[config.mk]
export PLATFORM = sky130hd
export DESIGN_NAME = rtc_bus_controller
export DESIGN_NICKNAME = d
export VERILOG_FILES = /design/src/rtl/rtc_bus_controller.sv
export SDC_FILE = /design/constraint.sdc
export NUM_CORES = 1
export LEC_CHECK = 0
export CORE_ASPECT_RATIO = 0.6
export CORE_MARGIN = 2
export CORE_UTILIZATION = 40
export CTS_BUF_LIST = sky130_fd_sc_hd__clkbuf_4 sky130_fd_sc_hd__clkbuf_8
export CTS_CLUSTER_SIZE = 40
export DETAILED_ROUTE_END_ITERATION = 6
export GPL_TIMING_DRIVEN = 0
export PLACE_DENSITY = 0.66
export SYNTH_ARGS = -nofsm -noshare
export SYNTH_HDL_FRONTEND = slang
export SYNTH_SLANG_ARGS = --single-unit
[constraint.sdc]
create_clock -name i_clk -period 2.8 [get_ports i_clk]
set_clock_uncertainty 0.1 [all_clocks]
set_input_delay 0.7 -clock i_clk [delete_from_list [all_inputs] [get_ports i_clk]]
set_output_delay 0.7 -clock i_clk [all_outputs]
set_load 0.05 [all_outputs]
[src/rtl/rtc_bus_controller.sv]
// ============================================================================
// rtc_bus_controller: RTC multiplexed A/D bus sequencer, processor + refresh arbiter.
// Auto-refresh timer/shadow buffer built only with RTC_AUTO_REFRESH_EN. Rev 1.0
// ============================================================================
`default_nettype none

module rtc_bus_controller #(
  parameter int unsigned T_PHASE      = 10,
  parameter int unsigned REFRESH_DIV  = 1000000,
  parameter logic [7:0]  REFRESH_BASE = 8'h21,
  parameter int unsigned REFRESH_CNT  = 3,
  parameter logic [7:0]  ADDR_PORT    = 8'h10,
  parameter logic [7:0]  DATA_PORT    = 8'h11,
  parameter logic [7:0]  CMD_PORT     = 8'h12
) (
  input  logic                       i_clk,
  input  logic                       i_rst_n,
  input  logic                       i_write_strobe,
  input  logic [7:0]                 i_por_id,
  input  logic [7:0]                 i_out_port,
  output logic                       o_busy,
  output logic                       o_done,
  output logic                       o_drop,
  output logic [7:0]                 o_rd_data,
  output logic [8*REFRESH_CNT-1:0]   o_shadow,
  output logic                       o_shadow_valid,
  output logic                       o_shadow_upd,
  output logic                       o_rtc_cs_n,
  output logic                       o_rtc_rd_n,
  output logic                       o_rtc_wr_n,
  output logic                       o_rtc_ad,
  output logic [7:0]                 o_ad_out,
  output logic                       o_ad_oe,
  input  logic [7:0]                 i_ad_in
);

  localparam int unsigned PW = (T_PHASE > 1) ? $clog2(T_PHASE) : 1;
  localparam logic [PW-1:0] c_ph_last   = PW'(T_PHASE - 1);
  localparam logic [PW-1:0] c_ph_penult = PW'(T_PHASE - 2);
  localparam logic [2:0]    c_last_byte = 3'(REFRESH_CNT - 1);

  typedef enum logic [2:0] {
    S_IDLE, S_A_SETUP, S_A_STROBE, S_A_HOLD,
    S_D_SETUP, S_D_STROBE, S_D_HOLD, S_RECOVER
  } state_t;

  state_t        r_state, w_state_nxt;
  logic [PW-1:0] r_phase;
  logic [7:0]    r_addr_reg, r_data_reg, r_tx_addr, r_tx_data, r_rx, r_rd_data;
  logic [7:0]    w_addr_nxt, w_data_nxt, r_ad_out;
  logic [2:0]    r_byte_idx;
  logic          r_cmd_wr, r_proc_req, r_busy, r_done, r_drop;
  logic          r_is_ref, r_wr, w_wr_nxt;
  logic          r_cs_n, r_rd_n, r_wr_n, r_rtc_ad, r_ad_oe;
  logic          w_last, w_commit, w_more, w_cmd_hit, w_ref_pend;
  logic          w_grant_proc, w_grant_ref, w_sample;

  assign w_last    = (r_phase == c_ph_last);
  assign w_commit  = (r_state == S_RECOVER) && (r_phase == c_ph_penult);
  assign w_more    = r_is_ref && (r_byte_idx != c_last_byte);
  assign w_cmd_hit = i_write_strobe && (i_por_id == CMD_PORT);
  assign w_sample  = (r_state == S_D_STROBE) && w_last;

  always_comb begin
    w_state_nxt  = r_state;
    w_grant_proc = 1'b0;
    w_grant_ref  = 1'b0;
    w_wr_nxt     = r_wr;
    w_addr_nxt   = r_tx_addr;
    w_data_nxt   = r_tx_data;
    case (r_state)
      S_IDLE: begin
        // Processor has priority; transaction context is frozen at grant.
        if (r_proc_req) begin
          w_grant_proc = 1'b1;
          w_state_nxt  = S_A_SETUP;
          w_wr_nxt     = r_cmd_wr;
          w_addr_nxt   = r_addr_reg;
          w_data_nxt   = r_data_reg;
        end else if (w_ref_pend) begin
          w_grant_ref  = 1'b1;
          w_state_nxt  = S_A_SETUP;
          w_wr_nxt     = 1'b0;
          w_addr_nxt   = REFRESH_BASE;
        end
      end
      S_A_SETUP:  if (w_last) w_state_nxt = S_A_STROBE;
      S_A_STROBE: if (w_last) w_state_nxt = S_A_HOLD;
      S_A_HOLD:   if (w_last) w_state_nxt = S_D_SETUP;
      S_D_SETUP:  if (w_last) w_state_nxt = S_D_STROBE;
      S_D_STROBE: if (w_last) w_state_nxt = S_D_HOLD;
      S_D_HOLD:   if (w_last) w_state_nxt = S_RECOVER;
      S_RECOVER: begin
        if (w_last) begin
          if (w_more) begin
            w_state_nxt = S_A_SETUP;
            w_addr_nxt  = r_tx_addr + 8'd1;
          end else begin
            w_state_nxt = S_IDLE;
          end
        end
      end
      default: w_state_nxt = S_IDLE;
    endcase
  end

  always_ff @(posedge i_clk or negedge i_rst_n) begin
    if (!i_rst_n) begin
      r_state    <= S_IDLE;
      r_phase    <= '0;
      r_addr_reg <= 8'h00;
      r_data_reg <= 8'h00;
      r_tx_addr  <= 8'h00;
      r_tx_data  <= 8'h00;
      r_rx       <= 8'h00;
      r_rd_data  <= 8'h00;
      r_byte_idx <= 3'd0;
      r_cmd_wr   <= 1'b0;
      r_proc_req <= 1'b0;
      r_busy     <= 1'b0;
      r_done     <= 1'b0;
      r_drop     <= 1'b0;
      r_is_ref   <= 1'b0;
      r_wr       <= 1'b0;
      r_cs_n     <= 1'b1;
      r_rd_n     <= 1'b1;
      r_wr_n     <= 1'b1;
      r_rtc_ad   <= 1'b0;
      r_ad_oe    <= 1'b0;
      r_ad_out   <= 8'h00;
    end else begin
      r_done <= 1'b0;
      r_drop <= 1'b0;
      if (i_write_strobe && (i_por_id == ADDR_PORT)) r_addr_reg <= i_out_port;
      if (i_write_strobe && (i_por_id == DATA_PORT)) r_data_reg <= i_out_port;
      if (w_cmd_hit) begin
        if (r_busy) begin
          r_drop <= 1'b1;
        end else begin
          r_proc_req <= 1'b1;
          r_busy     <= 1'b1;
          r_cmd_wr   <= i_out_port[0];
        end
      end
      if (w_grant_proc) begin
        r_proc_req <= 1'b0;
        r_is_ref   <= 1'b0;
      end
      if (w_grant_ref) begin
        r_is_ref   <= 1'b1;
        r_byte_idx <= 3'd0;
      end
      if ((r_state == S_RECOVER) && w_last && w_more) r_byte_idx <= r_byte_idx + 3'd1;

      r_state   <= w_state_nxt;
      r_phase   <= ((w_state_nxt != r_state) || (r_state == S_IDLE)) ? '0 : r_phase + 1'b1;
      r_wr      <= w_wr_nxt;
      r_tx_addr <= w_addr_nxt;
      r_tx_data <= w_data_nxt;

      if (w_sample && !r_is_ref) r_rx <= i_ad_in;
      if (w_commit && !r_is_ref) begin
        r_done <= 1'b1;
        if (!r_wr) r_rd_data <= r_rx;
      end
      if ((r_state == S_RECOVER) && w_last && !r_is_ref) r_busy <= 1'b0;

      // Bus pins are decoded from the next state so they change on the state edge.
      r_cs_n   <= 1'b1;
      r_rd_n   <= 1'b1;
      r_wr_n   <= 1'b1;
      r_rtc_ad <= 1'b0;
      r_ad_oe  <= 1'b0;
      r_ad_out <= 8'h00;
      case (w_state_nxt)
        S_A_SETUP, S_A_STROBE, S_A_HOLD: begin
          r_cs_n   <= 1'b0;
          r_ad_oe  <= 1'b1;
          r_ad_out <= w_addr_nxt;
          if (w_state_nxt == S_A_STROBE) r_wr_n <= 1'b0;
        end
        S_D_SETUP, S_D_STROBE, S_D_HOLD: begin
          r_cs_n   <= 1'b0;
          r_rtc_ad <= 1'b1;
          r_ad_oe  <= w_wr_nxt;
          r_ad_out <= w_wr_nxt ? w_data_nxt : 8'h00;
          if (w_state_nxt == S_D_STROBE) begin
            if (w_wr_nxt) r_wr_n <= 1'b0;
            else          r_rd_n <= 1'b0;
          end
        end
        default: ;
      endcase
    end
  end

`ifdef RTC_AUTO_REFRESH_EN
  localparam int unsigned RW = (REFRESH_DIV > 1) ? $clog2(REFRESH_DIV) : 1;
  localparam logic [RW-1:0] c_div_last = RW'(REFRESH_DIV - 1);

  logic [RW-1:0]            r_ref_cnt;
  logic                     r_ref_pend, r_shadow_valid, r_shadow_upd;
  logic [8*REFRESH_CNT-1:0] r_stage, r_shadow;
  logic                     w_expire, w_burst_commit;

  assign w_expire       = (r_ref_cnt == c_div_last);
  assign w_burst_commit = w_commit && r_is_ref && !w_more;
  assign w_ref_pend     = r_ref_pend;

  always_ff @(posedge i_clk or negedge i_rst_n) begin
    if (!i_rst_n) begin
      r_ref_cnt      <= '0;
      r_ref_pend     <= 1'b0;
      r_stage        <= '0;
      r_shadow       <= '0;
      r_shadow_valid <= 1'b0;
      r_shadow_upd   <= 1'b0;
    end else begin
      r_shadow_upd <= 1'b0;
      r_ref_cnt    <= w_expire ? '0 : r_ref_cnt + 1'b1;
      // A fresh expiry outranks the clear, so a request is never lost.
      if (w_expire)            r_ref_pend <= 1'b1;
      else if (w_burst_commit) r_ref_pend <= 1'b0;
      if (w_sample && r_is_ref) begin
        for (int i = 0; i < int'(REFRESH_CNT); i++) begin
          if (r_byte_idx == 3'(i)) r_stage[8*i +: 8] <= i_ad_in;
        end
      end
      if (w_burst_commit) begin
        r_shadow       <= r_stage;
        r_shadow_upd   <= 1'b1;
        r_shadow_valid <= 1'b1;
      end
    end
  end

  assign o_shadow       = r_shadow;
  assign o_shadow_valid = r_shadow_valid;
  assign o_shadow_upd   = r_shadow_upd;
`else
  assign w_ref_pend     = 1'b0;
  assign o_shadow       = '0;
  assign o_shadow_valid = 1'b0;
  assign o_shadow_upd   = 1'b0;
`endif

  assign o_busy     = r_busy;
  assign o_done     = r_done;
  assign o_drop     = r_drop;
  assign o_rd_data  = r_rd_data;
  assign o_rtc_cs_n = r_cs_n;
  assign o_rtc_rd_n = r_rd_n;
  assign o_rtc_wr_n = r_wr_n;
  assign o_rtc_ad   = r_rtc_ad;
  assign o_ad_out   = r_ad_out;
  assign o_ad_oe    = r_ad_oe;

endmodule

`default_nettype wire
==> results.py <==
metrics = {
    "sta": {
        "finalHoldViolCount": 0,
        "setup_viol": 0,
        "min_period_ns": 2.483,
        "slew_violations": 0,
        "timing.final.ws_setup_ns": 0.3168,
        "clock.fmax_mhz": 402.7,
        "slew_headroom": 0.3805,
        "rsz0062_at_grt": "no",
        "worst_slew_pin_slew_ns": 0.9242,
        "post-route-period-util": 0.8868,
    },
    "cts": {
        "postCtsSetupBuffers": 0,
        "cts_tree": "done",
        "postCtsHoldBufs": 0,
        "cts_made_buffers": 9,
        "clkSinkCount": 74,
        "clk_latency_ns": 0.35,
        "cts_buffer_depth": 2,
        "h-tree-depth": 3,
        "clkSlewWorstSetupHoldPaths_ns": 0.08,
        "cts_resized": 0,
        "cts_root_buffer": "clkbuf_8",
    },
    "setup_path": {
        "reg2reg_depth": 6,
        "max_stage_delay_ns": 0.71,
        "crit_chain": "clkdlybuf4s50_1 -> nor3_1 -> nand2_1 -> nor3_2 -> mux2_2",
        "crit_path_top_delay_cell": "nor3_2",
        "endpoint_kind": "flip-flop",
        "cp_max_fo": 8,
        "crit_arrival_ns": 2.62,
        "cp-start-kind": "input port",
        "cp.required_ns": 2.93,
        "crit_type": "in2reg",
    },
    "drt": {
        "drt-wirelength-per-cell_microns": 13.63,
        "ant_nets": 0,
        "vias": 1975,
        "viasPerCell": 4.478,
        "drt_first_pass_iters": 4,
        "totalWireLength_microns": 6012,
        "drc_errors": 0,
        "drt-initial-drc-count": 101,
    },
    "synthesis": {
        "yosysTopAreaCell": "dfrtp_1",
        "synth.area.top_cells": "dfrtp_1 54%, mux2_2 11%, buf_4 5.9%, mux2_1 2.7%, mux2i_1 2.4%",
        "post-synth-top-count-cell": "dfrtp_1",
        "ys_ff_latch": 74,
        "synth_cells": 241,
        "synthFlopType": "dfrtp_1",
        "synth_async_sr_flop_share": 1.000,
        "synth-seq-area-share": 0.5647,
        "yosysWarnings": 0,
        "synth_top_area_frac": 0.5407,
        "synthesis.area_sq_um": 3286,
        "synth_edf_count": 0,
        "synthDistinctLibCells": 44,
        "synth_commonest_cells": "71 x dfrtp_1, 32 x mux2_2, 26 x buf_4",
        "syn_avg_cell_area_sq_um": 13.63,
    },
    "final_layout": {
        "n_antenna_cell": 0,
        "final_cells": 441,
        "drive_gt1_frac": 0.3243,
        "syn_to_final_growth_pct": 29.70,
        "final_util": 0.5385,
        "nets": 358,
        "finalInstanceArea_sq_um": 4262,
    },
    "flow_run": {
        "maxCapViolations": 0,
    },
    "floorplanning": {
        "die_h_microns": 74.21,
        "ios": 77,
        "die_area_sq_um": 8979,
        "die_x_microns": 121.0,
        "core_area_sq_um": 7914,
        "start_util": 0.4152,
        "placementRows": 25,
    },
    "placed_design": {
        "gp_congestion": 0.7668,
        "place_area_sq_um": 4040,
        "port_buffers": 50,
        "placed_cells": 425,
        "dp_hpwl_microns": 4149,
        "pre_cts_slack_ns": -0.009296,
    },
    "grt": {
        "grt_pass1_wl_microns": 9894,
        "grt_max_degree": 75,
        "antenna_found_initial": 0,
        "grt.overflow.total": 0,
        "grt_pass1_vias": 1981,
        "grt_usage": 0.1480,
    },
    "pwr": {
        "swShare": 0.2490,
        "ir_drop_uv": 216.1,
        "comb_power_share": 0.103,
        "power_density_nw_per_um2": 527.8,
        "p_leak_uw": 0.002154,
        "intPower_uw": 1689,
        "clkPwrFrac": 0.409,
        "switchingPower_uw": 560.1,
        "seqPwrFrac": 0.488,
    },
    "run_status": {
        "status": "complete, no violations",
    },
    "min_path": {
        "min_path_type": "in2async",
    },
}
[path summary, 6_finish.rpt]
| path | start | endpoint | slack (ns) |
|---|---|---|---|
| hold / removal | i_rst_n | r_rx[2]$_DFFE_PN0P_ | 0.26 |
| setup / recovery | i_por_id[3] | r_addr_reg[0]$_DFFE_PN0P_ | 0.32 |
| min in group i_clk | r_rx[3]$_DFFE_PN0P_ | o_rd_data[3]$_DFFE_PN0P_ | 0.39 |
| setup reg to reg | r_state[0]$_DFF_PN0_ | o_ad_out[5]$_DFF_PN0_ | 0.68 |
| max in group asynchronous | i_rst_n | o_rtc_cs_n$_DFF_PN1_ | 2.01 |
| hold reg to reg | r_rx[3]$_DFFE_PN0P_ | o_rd_data[3]$_DFFE_PN0P_ | 0.39 |
[layout make-up]
type	instances	area, sq um
Fill cell	690	3652
Sequential cell	74	1856
Multi-Input combinational cell	148	1229
Timing Repair Buffer	51	525.5
Buffer	34	257.7
Tap cell	108	135.1
Clock buffer	10	131.4
Clock inverter	6	90.09
Inverter	10	37.54
[power groups by stage]
stage	combinational (uW)	clock, uW	sequential [uW]
4_1_cts	233	954	1100
6_report	232	919	1100
3_5_place_dp	232	0	1120
2_1_floorplan	140	0	1130
5_1_grt	249	994	1100
3_3_place_gp	226	0	1120
[logic make-up (layout without fill, tap and decap cells)]
| family | count (synthesis) | count (layout) | synth area share |
|---|---|---|---|
| AND/OR/NAND/NOR | 41 | 41 | 0.08645 |
| other | 1 | 26 | 0.001141 |
| adder cells (fa/ha/maj) | 3 | 3 | 0.01143 |
| XOR/XNOR | 5 | 5 | 0.01333 |
| buffers and inverters | 44 | 111 | 0.08987 |
| multiplexers | 51 | 51 | 0.1752 |
| AO/OA/AOI/OAI | 22 | 22 | 0.05788 |
| flip-flops | 74 | 74 | 0.5647 |
[critical path: cells and delay by family]
kind	cells	cell delay (ns)
AND/OR/NAND/NOR	3	1.09
multiplexers	1	0.41
buffers and inverters	1	0.40
[layout by cell type, fill, tap and decap left out, types with 5 or more instances in the layout]
cell type,instances
buf_2,5
clkbuf_8,9
clkdlybuf4s50_1,49
inv_1,10
dfrtp_1,71
o211ai_2,6
mux2_2,32
conb_1,26
mux2_1,8
nor2_1,8
mux2i_1,8
o21ai_2,6
nand2_1,6
buf_4,27
[stage by stage]
step | hold WS, ns | total power [uW] | TNS, ns
after floorplan | 0.3044 | 1269 | 0
after global placement | 0.3648 | 1345 | -113.72
after detailed placement | 0.3745 | 1351 | -0.02509
after CTS | 0.2611 | 2285 | 0
after global routing | 0.2709 | 2344 | 0
final | 0.2607 | 2249 | 0
[routing by layer]
metal | global-route usage | vias to the layer above | part of all wire | wire, microns
li1 | - | 964 | - | -
met1 | 0.2111 | 944 | 0.50 | 3022
met2 | 0.2122 | 59 | 0.42 | 2526
met3 | 0.04831 | 8 | 0.066 | 399
met4 | 0.05426 | 0 | 0.010 | 63
met5 | 0 | - | 0 | 0
No activity file was read; power rests on OpenSTA's default activity.
